--- config.mk ---
export PLATFORM = sky130hd
export DESIGN_NAME = wb_arbiter
export DESIGN_NICKNAME = d
export VERILOG_FILES = /design/src/rtl/wb_arbiter.sv
export SDC_FILE = /design/constraint.sdc
export NUM_CORES = 1
export LEC_CHECK = 0
export ABC_AREA = 1
export BUFFER_PORTS_ARGS = -buffer_cell sky130_fd_sc_hd__buf_4
export CAP_MARGIN = 10
export CORE_MARGIN = 2
export CORE_UTILIZATION = 50
export DETAILED_ROUTE_END_ITERATION = 8
export PLACE_DENSITY = 0.74
export REMOVE_ABC_BUFFERS = 1
export SKIP_CTS_REPAIR_TIMING = 1
export SLEW_MARGIN = 15
export SYNTH_ARGS = -nofsm -noshare
export SYNTH_HDL_FRONTEND = slang
export SYNTH_SLANG_ARGS = --single-unit
--- constraint.sdc ---
create_clock -name clk -period 3.7 [get_ports clk]
set_input_delay 0.555 -clock clk [delete_from_list [all_inputs] [get_ports clk]]
set_output_delay 0.555 -clock clk [all_outputs]
set_load 0.05 [all_outputs]
--- src/rtl/wb_arbiter.sv ---
// Write-back arbiter: merges single-cycle ALU results with queued long-latency results
// into one registered register-file write port. ALU always wins; others wait in a FIFO.
module wb_arbiter #(
    parameter int unsigned DEPTH = 4,
    parameter int unsigned PTR_W = 2
) (
    input  logic        clk,
    input  logic        rst,
    input  logic        aluWFlagIn,
    input  logic [4:0]  aluWAddrIn,
    input  logic [31:0] aluWDataIn,
    input  logic        lsuValidIn,
    input  logic [4:0]  lsuAddrIn,
    input  logic [31:0] lsuDataIn,
    output logic        lsuReadyOut,
    output logic        wFlagOut,
    output logic [4:0]  wAddrOut,
    output logic [31:0] wDataOut,
    output logic [31:0] pendingMaskOut,
    output logic        errOut
);

    localparam logic [PTR_W:0] CountFull = (PTR_W + 1)'(DEPTH);

    logic [PTR_W-1:0] head_q, head_d;
    logic [PTR_W-1:0] tail_q, tail_d;
    logic [PTR_W:0]   count_q, count_d;
    logic [DEPTH-1:0] valid_q, valid_d;
    logic [4:0]       fifo_addr_q [DEPTH];
    logic [31:0]      fifo_data_q [DEPTH];

    logic             w_flag_q, w_flag_d;
    logic [4:0]       w_addr_q, w_addr_d;
    logic [31:0]      w_data_q, w_data_d;
    logic             err_q, err_d;

    logic             alu_sel;
    logic             fifo_nonempty;
    logic             lsu_fire;
    logic             lsu_live;
    logic             deq;
    logic             enq;
    logic             bypass;
    logic [31:0]      pending_mask;

    assign alu_sel       = aluWFlagIn && (aluWAddrIn != 5'd0);
    assign fifo_nonempty = (count_q != '0);
    assign lsuReadyOut   = (count_q != CountFull);
    assign lsu_fire      = lsuValidIn && lsuReadyOut;
    // x0 results complete the handshake but are otherwise dropped
    assign lsu_live      = lsu_fire && (lsuAddrIn != 5'd0);
    assign deq           = !alu_sel && fifo_nonempty;
    assign bypass        = !alu_sel && !fifo_nonempty && lsu_live;
    assign enq           = lsu_live && (alu_sel || fifo_nonempty);

    always_comb begin
        pending_mask = '0;
        for (int i = 0; i < int'(DEPTH); i++) begin
            if (valid_q[i]) begin
                pending_mask[fifo_addr_q[i]] = 1'b1;
            end
        end
    end

    assign pendingMaskOut = pending_mask;

    always_comb begin
        head_d  = head_q;
        tail_d  = tail_q;
        valid_d = valid_q;
        count_d = count_q + {{PTR_W{1'b0}}, enq} - {{PTR_W{1'b0}}, deq};
        if (deq) begin
            valid_d[head_q] = 1'b0;
            head_d          = head_q + PTR_W'(1);
        end
        if (enq) begin
            valid_d[tail_q] = 1'b1;
            tail_d          = tail_q + PTR_W'(1);
        end
    end

    always_comb begin
        w_flag_d = 1'b0;
        w_addr_d = w_addr_q;
        w_data_d = w_data_q;
        err_d    = err_q;
        if (alu_sel) begin
            w_flag_d = 1'b1;
            w_addr_d = aluWAddrIn;
            w_data_d = aluWDataIn;
        end else if (deq) begin
            w_flag_d = 1'b1;
            w_addr_d = fifo_addr_q[head_q];
            w_data_d = fifo_data_q[head_q];
        end else if (bypass) begin
            w_flag_d = 1'b1;
            w_addr_d = lsuAddrIn;
            w_data_d = lsuDataIn;
        end
        // The write still proceeds; decode should have stalled on the pending mask
        if (aluWFlagIn && pending_mask[aluWAddrIn]) begin
            err_d = 1'b1;
        end
    end

    always_ff @(posedge clk or negedge rst) begin
        if (!rst) begin
            head_q   <= '0;
            tail_q   <= '0;
            count_q  <= '0;
            valid_q  <= '0;
            w_flag_q <= 1'b0;
            w_addr_q <= 5'd0;
            w_data_q <= 32'd0;
            err_q    <= 1'b0;
        end else begin
            head_q   <= head_d;
            tail_q   <= tail_d;
            count_q  <= count_d;
            valid_q  <= valid_d;
            w_flag_q <= w_flag_d;
            w_addr_q <= w_addr_d;
            w_data_q <= w_data_d;
            err_q    <= err_d;
        end
    end

    // Payload storage needs no reset; valid_q qualifies every entry
    always_ff @(posedge clk) begin
        if (enq) begin
            fifo_addr_q[tail_q] <= lsuAddrIn;
            fifo_data_q[tail_q] <= lsuDataIn;
        end
    end

    assign wFlagOut = w_flag_q;
    assign wAddrOut = w_addr_q;
    assign wDataOut = w_data_q;
    assign errOut   = err_q;

endmodule
==> After elaboration in Yosys (flattened, before gate mapping) <==
Memory sizes are Yosys's and may differ from the RTL's.
Index checks and enable logic that the tools add are counted.
{ "totals": {"regBits": 50, "ram_bits": 148, "input_bits": 78, "out_inout_bits": 72, "wordCells": 86, "memories": 2} }
{ "memory_table": {"columns": ["memory", "depth", "width", "read_ports", "rd_ports_with_merged_regs", "write_ports", "line", "source"], "rows": [
  ["fifo_data_q", 4, 32, 1, 0, 1, "30", "logic [31:0] fifo_data_q [DEPTH];"],
  ["fifo_addr_q", 4, 5, 5, 0, 1, "29", "logic [4:0] fifo_addr_q [DEPTH];"]
]} }
{ "classes": {"add_sub_neg": 4, "order_cmp": 13, "eq_ne": 1, "muxes": 31, "bitwise": 6, "reduce_logical": 21} }
{ "op_table": {"columns": ["operator", "n"], "rows": [
  ["two-way mux 32 bit", 7],
  ["bitwise OR 32 bit", 3],
  ["< comparator 5 x 6 -> 1 bit, second input constant", 5],
  ["demux 1 bit (select 5 bit)", 4],
  ["greater-or-equal comparator 5 x 1 -> 1 bit, second input constant", 4],
  ["two-way mux 5 bit", 3],
  ["logical AND 1 bit", 14],
  ["two-way mux 1 bit", 12],
  ["nonzero test 5 bit", 2],
  ["two-way mux 4 bit", 2],
  ["< comparator 2 x 3 -> 1 bit, second input constant", 2],
  ["nonzero test 3 bit", 2],
  ["binary-select mux 1 bit (select 5 bit)", 1],
  ["adder 2 x 1 -> 2 bit, second input constant", 2],
  ["bitwise AND 4 bit", 1],
  ["demux 1 bit (select 2 bit)", 2],
  ["greater-or-equal comparator 2 x 1 -> 1 bit, second input constant", 2],
  ["inverter 4 bit", 1],
  ["bitwise OR 4 bit", 1],
  ["adder 3 x 1 -> 3 bit", 1],
  ["inequality test 3 bit, second input constant", 1],
  ["subtractor 3 x 1 -> 3 bit", 1],
  ["logical NOT 1 bit", 2],
  ["logical OR 1 bit", 1]
]} }

==> Depth between registers and ports, before layout <==
Gate-level depths: netlist of the first run.
{ "logic_depth": {"word_depth": 14, "ltp_mapped": 15, "ltp_nobuf": 15} }

==> Worst setup path after synthesis of the first run <==
Ideal clock, no wire load.
{ "synth_timing": {"path_kind": "reg2reg", "start": "register count_q[1]", "end": "memory fifo_addr_q[0][0] (enable)", "arrival_ps": 3156, "setup_slack_ps": 112, "stages_incl_launch_ff": 7, "synth_period_minus_slack_ps": 3588, "cell_sequence": "dfrtp_1 nor2_1 nand2_1 nand3_1 nor2_1 clkinv_1 nor2_1"} }
{ "synth_via": {"elab_chain_len": 6, "word_cells_on_any_way": 8, "classes_between": "eq/ne (1); mux (2); reduce/logical (5)"} }
{ "synth_lines": {"columns": ["item", "line", "source"], "rows": [
  ["from (decl)", "27", "logic [PTR_W:0] count_q, count_d;"],
  ["from (signal assigned)", "119", "count_q <= count_d;"],
  ["inequality test 3 bit", "48", "assign lsuReadyOut = (count_q != CountFull);"],
  ["net lsuReadyOut", "15", "output logic lsuReadyOut,"],
  ["logical AND 1 bit", "49", "assign lsu_fire = lsuValidIn && lsuReadyOut;"],
  ["logical AND 1 bit", "51", "assign lsu_live = lsu_fire && (lsuAddrIn != 5'd0);"],
  ["logical AND 1 bit", "54", "assign enq = lsu_live && (alu_sel || fifo_nonempty);"],
  ["two-way mux 1 bit", "130", "if (enq) begin"],
  ["two-way mux 1 bit (implied by the code)", "131", "fifo_addr_q[tail_q] <= lsuAddrIn;"],
  ["to (decl)", "29", null]
]} }
The timed path passes the listed nets, and every way through them passes these cells.

==> Worst setup path in the final report of the first run <==
{ "layout_timing": {"start": "register count_q[1]", "end": "register count_q[2]"} }
{ "layout_via": {"elab_chain_len": 6, "word_cells_on_any_way": 9, "classes_between": "add/sub (2); eq/ne (1); reduce/logical (6)"} }
{ "layout_lines": {"columns": ["item", "line", "source"], "rows": [
  ["inequality test 3 bit", "48", null],
  ["logical AND 1 bit", "49", null],
  ["logical AND 1 bit", "51", null],
  ["logical AND 1 bit", "54", null],
  ["adder 3 x 1 -> 3 bit", "71", "count_d = count_q + {{PTR_W{1'b0}}, enq} - {{PTR_W{1'b0}}, deq};"],
  ["subtractor 3 x 1 -> 3 bit *", "71", null],
  ["net count_d[2]", "27", null]
]} }
Mark *: on every way through the listed nets, which the timed path passes. The rest lies on a longest branch.
A chain may end at the register's enable or synchronous reset.

==> results.yml, run 1 <==
clock_tree:
  cts_sinks: 198
  cts_buffers: 17
  cts.clk_slew.worst_paths_ps: 60
  cts_root_buf: "clkbuf_16"
  cts_max_level: 4
  clockBufferDepth: 2
  clock_latency_ps: 430
  cts_tree: "done"
power_and_ir_drop:
  comb_power_share_pct: 42.6
  internal-power_uw: 5110
  switchingPower_uw: 3830
  power.total_uw: 8940
  leakage_uw: 0.00462
  power_frac_seq_pct: 37.1
  clockPowerShare_pct: 20.2
  netSwitchingFraction_pct: 42.8
  peakVddDrop_mv: 0.509
  powerDensity_nw_per_um2: 773
timing:
  whs_ps: 185
  rsz0062_at_grt: "false"
  fin_crit_sh_pct: 78.4
  hold_violations: 0
  clock_skew_ps: 9.88
  tns_ps: 0
  period_minus_slack_ps: 2900
  tightest_slew_ps: 787
  slew_headroom_pct: 47.5
  finalSetupViolations: 0
  fmaxAchievable_ghz: 0.345
  maxSlewViolCount: 0
placement:
  hpwl_microns: 18200
  port_buffers: 149
  place_congestion: 0.927
  placedInstanceArea_sq_um: 11000
synthesis:
  syn_area_sq_um: 9600
  yosysWarnings: 0
  yosys.area.top_type_share_pct: 46.3
  synth_ff_type: "edfxtp_1"
  ys_seq_elements: 198
  synth-seq-area-share_pct: 59.3
  avgSynthCellArea_sq_um: 9.01
  synth_area_leaders: "edfxtp_1, dfrtp_1, nor2_1"
  async_flop_share_pct: 25.3
  synth_edf_count: 148
  synth_cell_types: 30
  syn_inst: 1066
  post-synth-top-area-cell: "edfxtp_1"
setup_path:
  critPathCaptureType: "register"
  arrival_ps: 3220
  criticalPathCategory: "reg2reg"
  cp-start-kind: "register"
  cp_max_fo: 9
  cp.required_ps: 4020
die:
  die_area_sq_um: 20300
  io_pins: 150
  core_sq_um: 18800
  die_h_microns: 143
  die_w_microns: 143
  num_rows: 50
  start_util_pct: 51.2
grt:
  grt_max_degree: 77
  grt_use_total_pct: 27.3
  grt_pass1_wl_microns: 42500
  antenna_found_initial: 0
  grt_overflow: 0
  grt_pass1_vias: 8011
detailed_routing:
  via_count: 8328
  drt_wl_total_microns: 27200
  route.antenna.remaining_nets: 0
  wl_per_cell_microns: 18.7
  drt-vias-per-instance: 5.75
  first_pass_iters: 5
  drc: 0
  drt_iter0_drc: 819
job:
  maxCapViolCount: 0
cells_and_area:
  nNetsFinal: 1291
  syn_to_final_growth_pct: 20.4
  fillerInstances: 1611
  layout_common_cells: "nor2_1, nand2_1, buf_4"
  final_layout_size_suffix_gt1_share_pct: 16.9
  num_antenna_cells: 0
  final_common_cell: "nor2_1"
  design_area_sq_um: 11600
hold_path:
  hold_class: "in2async"
outcome:
  status: "finished, final reports clean"
final cells by class:
type	instances	area [sq um]	share of cell area [%]
inverter	47	176	1.53
clock buffer	21	450	3.90
tap	234	293	2.53
sequential	198	5700	49.3
multi-input combinational	776	3550	30.7
clock inverter	11	126	1.09
timing repair buffer	162	1270	10.9
stage by stage:
step / utilization (%) / worst slack, ps / std cells
floorplan: - / 111 / 1021
finish: 61.6 / 798 / 1449
CTS: 61.6 / 829 / 1449
detailed placement: 58.5 / 617 / 1417
global route: 61.6 / 567 / 1449
global placement: 58.5 / 660 / 1417
metal layers:
metal	vias to the layer above	GRT usage (%)	share of wire (%)
met2	374	44.1	47
met1	3971	36.7	42
met3	68	4.24	7.3
li1	3915	-	-
met4	0	12.4	3.1
met5	-	0	0
cell usage after synthesis, types with 2 or more instances:
| library cell | n |
|---|---|
| a21oi_1 | 44 |
| a31oi_1 | 35 |
| buf_1 | 4 |
| buf_2 | 12 |
| buf_6 | 3 |
| clkbuf_1 | 26 |
| clkinv_1 | 2 |
| dfrtp_1 | 50 |
| edfxtp_1 | 148 |
| ha_1 | 10 |
| inv_1 | 42 |
| inv_2 | 3 |
| nand2_1 | 169 |
| nand3_1 | 81 |
| nor2_1 | 301 |
| nor3_1 | 2 |
| o21ai_0 | 88 |
| o21ai_1 | 2 |
| o22ai_1 | 31 |
| xnor2_1 | 2 |
| xor2_1 | 2 |
worst max-delay path, cell delays in order (launching register included):
cell and delay [ps]:
dfrtp_1 440, nor2_1 70, nand2_1 170, nand3_1 200, nor2_1 290, clkinv_1 440
ha_1 440, inv_1 60, ha_1 130, inv_1 50, fa_1 370, xnor2_1 140
sequential cells by signal, indices dropped and copies added, names as in the netlist:
name         count
count_q          3
wAddrOut         5
valid_q          4
head_q           2
fifo_data_q    128
errOut           1
wFlagOut         1
wDataOut        32
fifo_addr_q     20
tail_q           2
power by group through the flow:
stage	clock [uW]	combinational, uW	sequential [uW]
6_report	1810	3810	3320
5_1_grt	1900	4120	3380
4_1_cts	1810	3810	3320
3_5_place_dp	0	3800	3350
3_3_place_gp	0	3730	3340
2_1_floorplan	0	1640	4110
worst paths after layout:
check                      slack [ps]                      endpoint  depth (start not counted)            startpoint
min reg2reg                       480            errOut$_DFFE_PN0P_                          2    errOut$_DFFE_PN0P_
min in group clk                  340  fifo_data_q[2][20]$_DFFE_PP_                          1         lsuDataIn[20]
max reg2reg                       800          count_q[2]$_DFF_PN0_                         11  count_q[1]$_DFF_PN0_
min                               180       wAddrOut[2]$_DFFE_PN0P_                          1                   rst
max                               800          count_q[2]$_DFF_PN0_                         11  count_q[1]$_DFF_PN0_
max in group asynchronous        3000         head_q[0]$_DFFE_PN0P_                          1                   rst
cell families after synthesis:
group,after synthesis,synth area share (%)
AND/OR/NAND/NOR,558,23.2
AO/OA/AOI/OAI,203,11.7
flip-flops,198,59.3
buffers and inverters,92,3.99
adder cells (fa/ha/maj),11,1.51
XOR/XNOR,4,0.365
(Power assumes the default switching activity.)
==> inputs of run 2 (changes only) <==
--- a/config.mk
+++ b/config.mk
@@ -11,7 +11,7 @@
 export CORE_MARGIN = 2
 export CORE_UTILIZATION = 50
 export DETAILED_ROUTE_END_ITERATION = 8
-export PLACE_DENSITY = 0.74
+export PLACE_DENSITY = 0.76
 export REMOVE_ABC_BUFFERS = 1
 export SKIP_CTS_REPAIR_TIMING = 1
 export SLEW_MARGIN = 15
==> constraint.sdc (replaced) <==
create_clock -name clk -period 2.6 [get_ports clk]
set_input_delay 0.39 -clock clk [delete_from_list [all_inputs] [get_ports clk]]
set_output_delay 0.39 -clock clk [all_outputs]
set_load 0.05 [all_outputs]
==> results.yml, run 2 (synthesized netlist as in run 1, its figures left out) <==
cells_and_area:
  top_register: "fifo_data_q"
  final_common_cell: "nor2_1"
  final_layout_size_suffix_gt1_share_pct: 18.2
  fillerInstances: 1559
  largest_reg_flops: 128
  fin_util_pct: 62.1
  num_antenna_cells: 0
  syn_to_final_growth_pct: 21.3
  regArea_sq_um: 5700
  layout_common_cells: "nor2_1, buf_4, nand2_1"
  nNetsFinal: 1309
  multi_input_area_sq_um: 3550
setup_path:
  cp_max_fo: 8
  arrival_ps: 1980
  path_depth: 6
  critPathBufInv: 2
  cpPeakStageDelay_ps: 440
  critPathSlowestCell: "edfxtp_1"
  rr_worst_depth: 7
  cp-start-kind: "register"
  critPathCaptureType: "output pin"
  criticalPathCategory: "reg2out"
  crit_chain: "inv_1 -> nand3_1 -> nor2_1 -> nor2_1 -> nand2_1 -> buf_4"
  crit_top_cell: "nor2_1"
  cp.required_ps: 2210
  cp_top_family: "simple AND/OR/NAND/NOR gates"
timing:
  fin_crit_sh_pct: 91.2
  fmaxAchievable_ghz: 0.422
  tightest_slew_ps: 1150
  rsz0062_at_grt: "false"
  slew_headroom_pct: 23.3
  finalSetupViolations: 0
  hold_violations: 0
  worst_slack_ps: 230
  whs_ps: 5.62
  period_minus_slack_ps: 2370
  maxSlewViolCount: 0
  clock_skew_ps: 10.5
grt:
  grt_pass1_wl_microns: 41800
  grt_pass1_vias: 8015
  grt_overflow: 0
  grt_use_total_pct: 26.9
  grt_max_degree: 77
  antenna_found_initial: 0
die:
  core_sq_um: 18800
  die_area_sq_um: 20300
  io_pins: 150
  die_w_microns: 143
  num_rows: 50
  die_h_microns: 143
  start_util_pct: 51.2
power_and_ir_drop:
  power.total_uw: 12600
  leakage_uw: 0.00469
  powerDensity_nw_per_um2: 1080
  peakVddDrop_mv: 0.791
placement:
  place_ws_ps: -42.5
  hpwl_microns: 17800
  place_congestion: 0.966
  port_buffers: 149
clock_tree:
  cts.clk_slew.worst_paths_ps: 70
  clock_latency_ps: 430
  clockBufferDepth: 2
  cts_buffers: 17
  cts_sinks: 198
  cts_root_buf: "clkbuf_16"
  cts_max_level: 4
  cts_tree: "done"
detailed_routing:
  drc: 0
  drt_iter0_drc: 694
  first_pass_iters: 5
  drt-vias-per-instance: 5.60
  drt_wl_total_microns: 26600
  via_count: 8217
  wl_per_cell_microns: 18.1
  route.antenna.remaining_nets: 0
hold_path:
  hold_class: "in2async"
outcome:
  status: "finished, final reports clean"
job:
  maxCapViolCount: 0
-- run 2: cell count changes in the layout (fill, tap and decap cells not counted) --
cell	delta
buf_4	+19
buf_12	-3
inv_6	+3
buf_6	+2
bufinv_16	-1
clkbuf_1	-1
clkbuf_8	-1
clkinv_2	-1
inv_2	+1
-- run 2: final timing paths --
check	slack, ps	end	from
max reg2reg	330	fifo_data_q[1][12]$_DFFE_PP_	count_q[1]$_DFF_PN0_
min reg2reg	480	errOut$_DFFE_PN0P_	errOut$_DFFE_PN0P_
max	230	pendingMaskOut[21]	fifo_addr_q[1][1]$_DFFE_PP_
min	6	errOut$_DFFE_PN0P_	rst
max in group asynchronous	2040	head_q[0]$_DFFE_PN0P_	rst
min in group clk	170	fifo_data_q[2][0]$_DFFE_PP_	lsuDataIn[0]
-- run 2: stage by stage --
step                      instance area [sq um]  std cells  TNS (ps)
after CTS                                 11600       1467         0
after global routing                      11600       1467         0
after detailed placement                  11100       1435      -412
after global placement                    11100       1435      -345
after floorplan                            9400       1021   -168220
final                                     11600       1467         0
-- run 2: power breakdown --
group	switching (uW)	internal (uW)	leakage (uW)	total [uW]
Clock	1130	1330	0.000264	2460
Combinational	3850	1570	0.00249	5420
Sequential	434	4290	0.00194	4730
Total	5420	7190	0.00469	12600
-- run 2: area by class of cell --
type	instances	area share (%)
clock buffers	19	3.72
clock inverters	13	1.04
inverters	47	1.51
multi-input cells	776	30.5
flip-flops and latches	198	48.9
well taps	234	2.51
repair buffers	180	11.8
-- run 2: routing by layer --
layer,part of all wire (%),global-route usage (%),up-vias
li1,-,-,3962
met1,41,34.6,3826
met2,49,45.3,391
met3,8.3,5.42,38
met4,1.7,9.74,0
met5,0,0,-
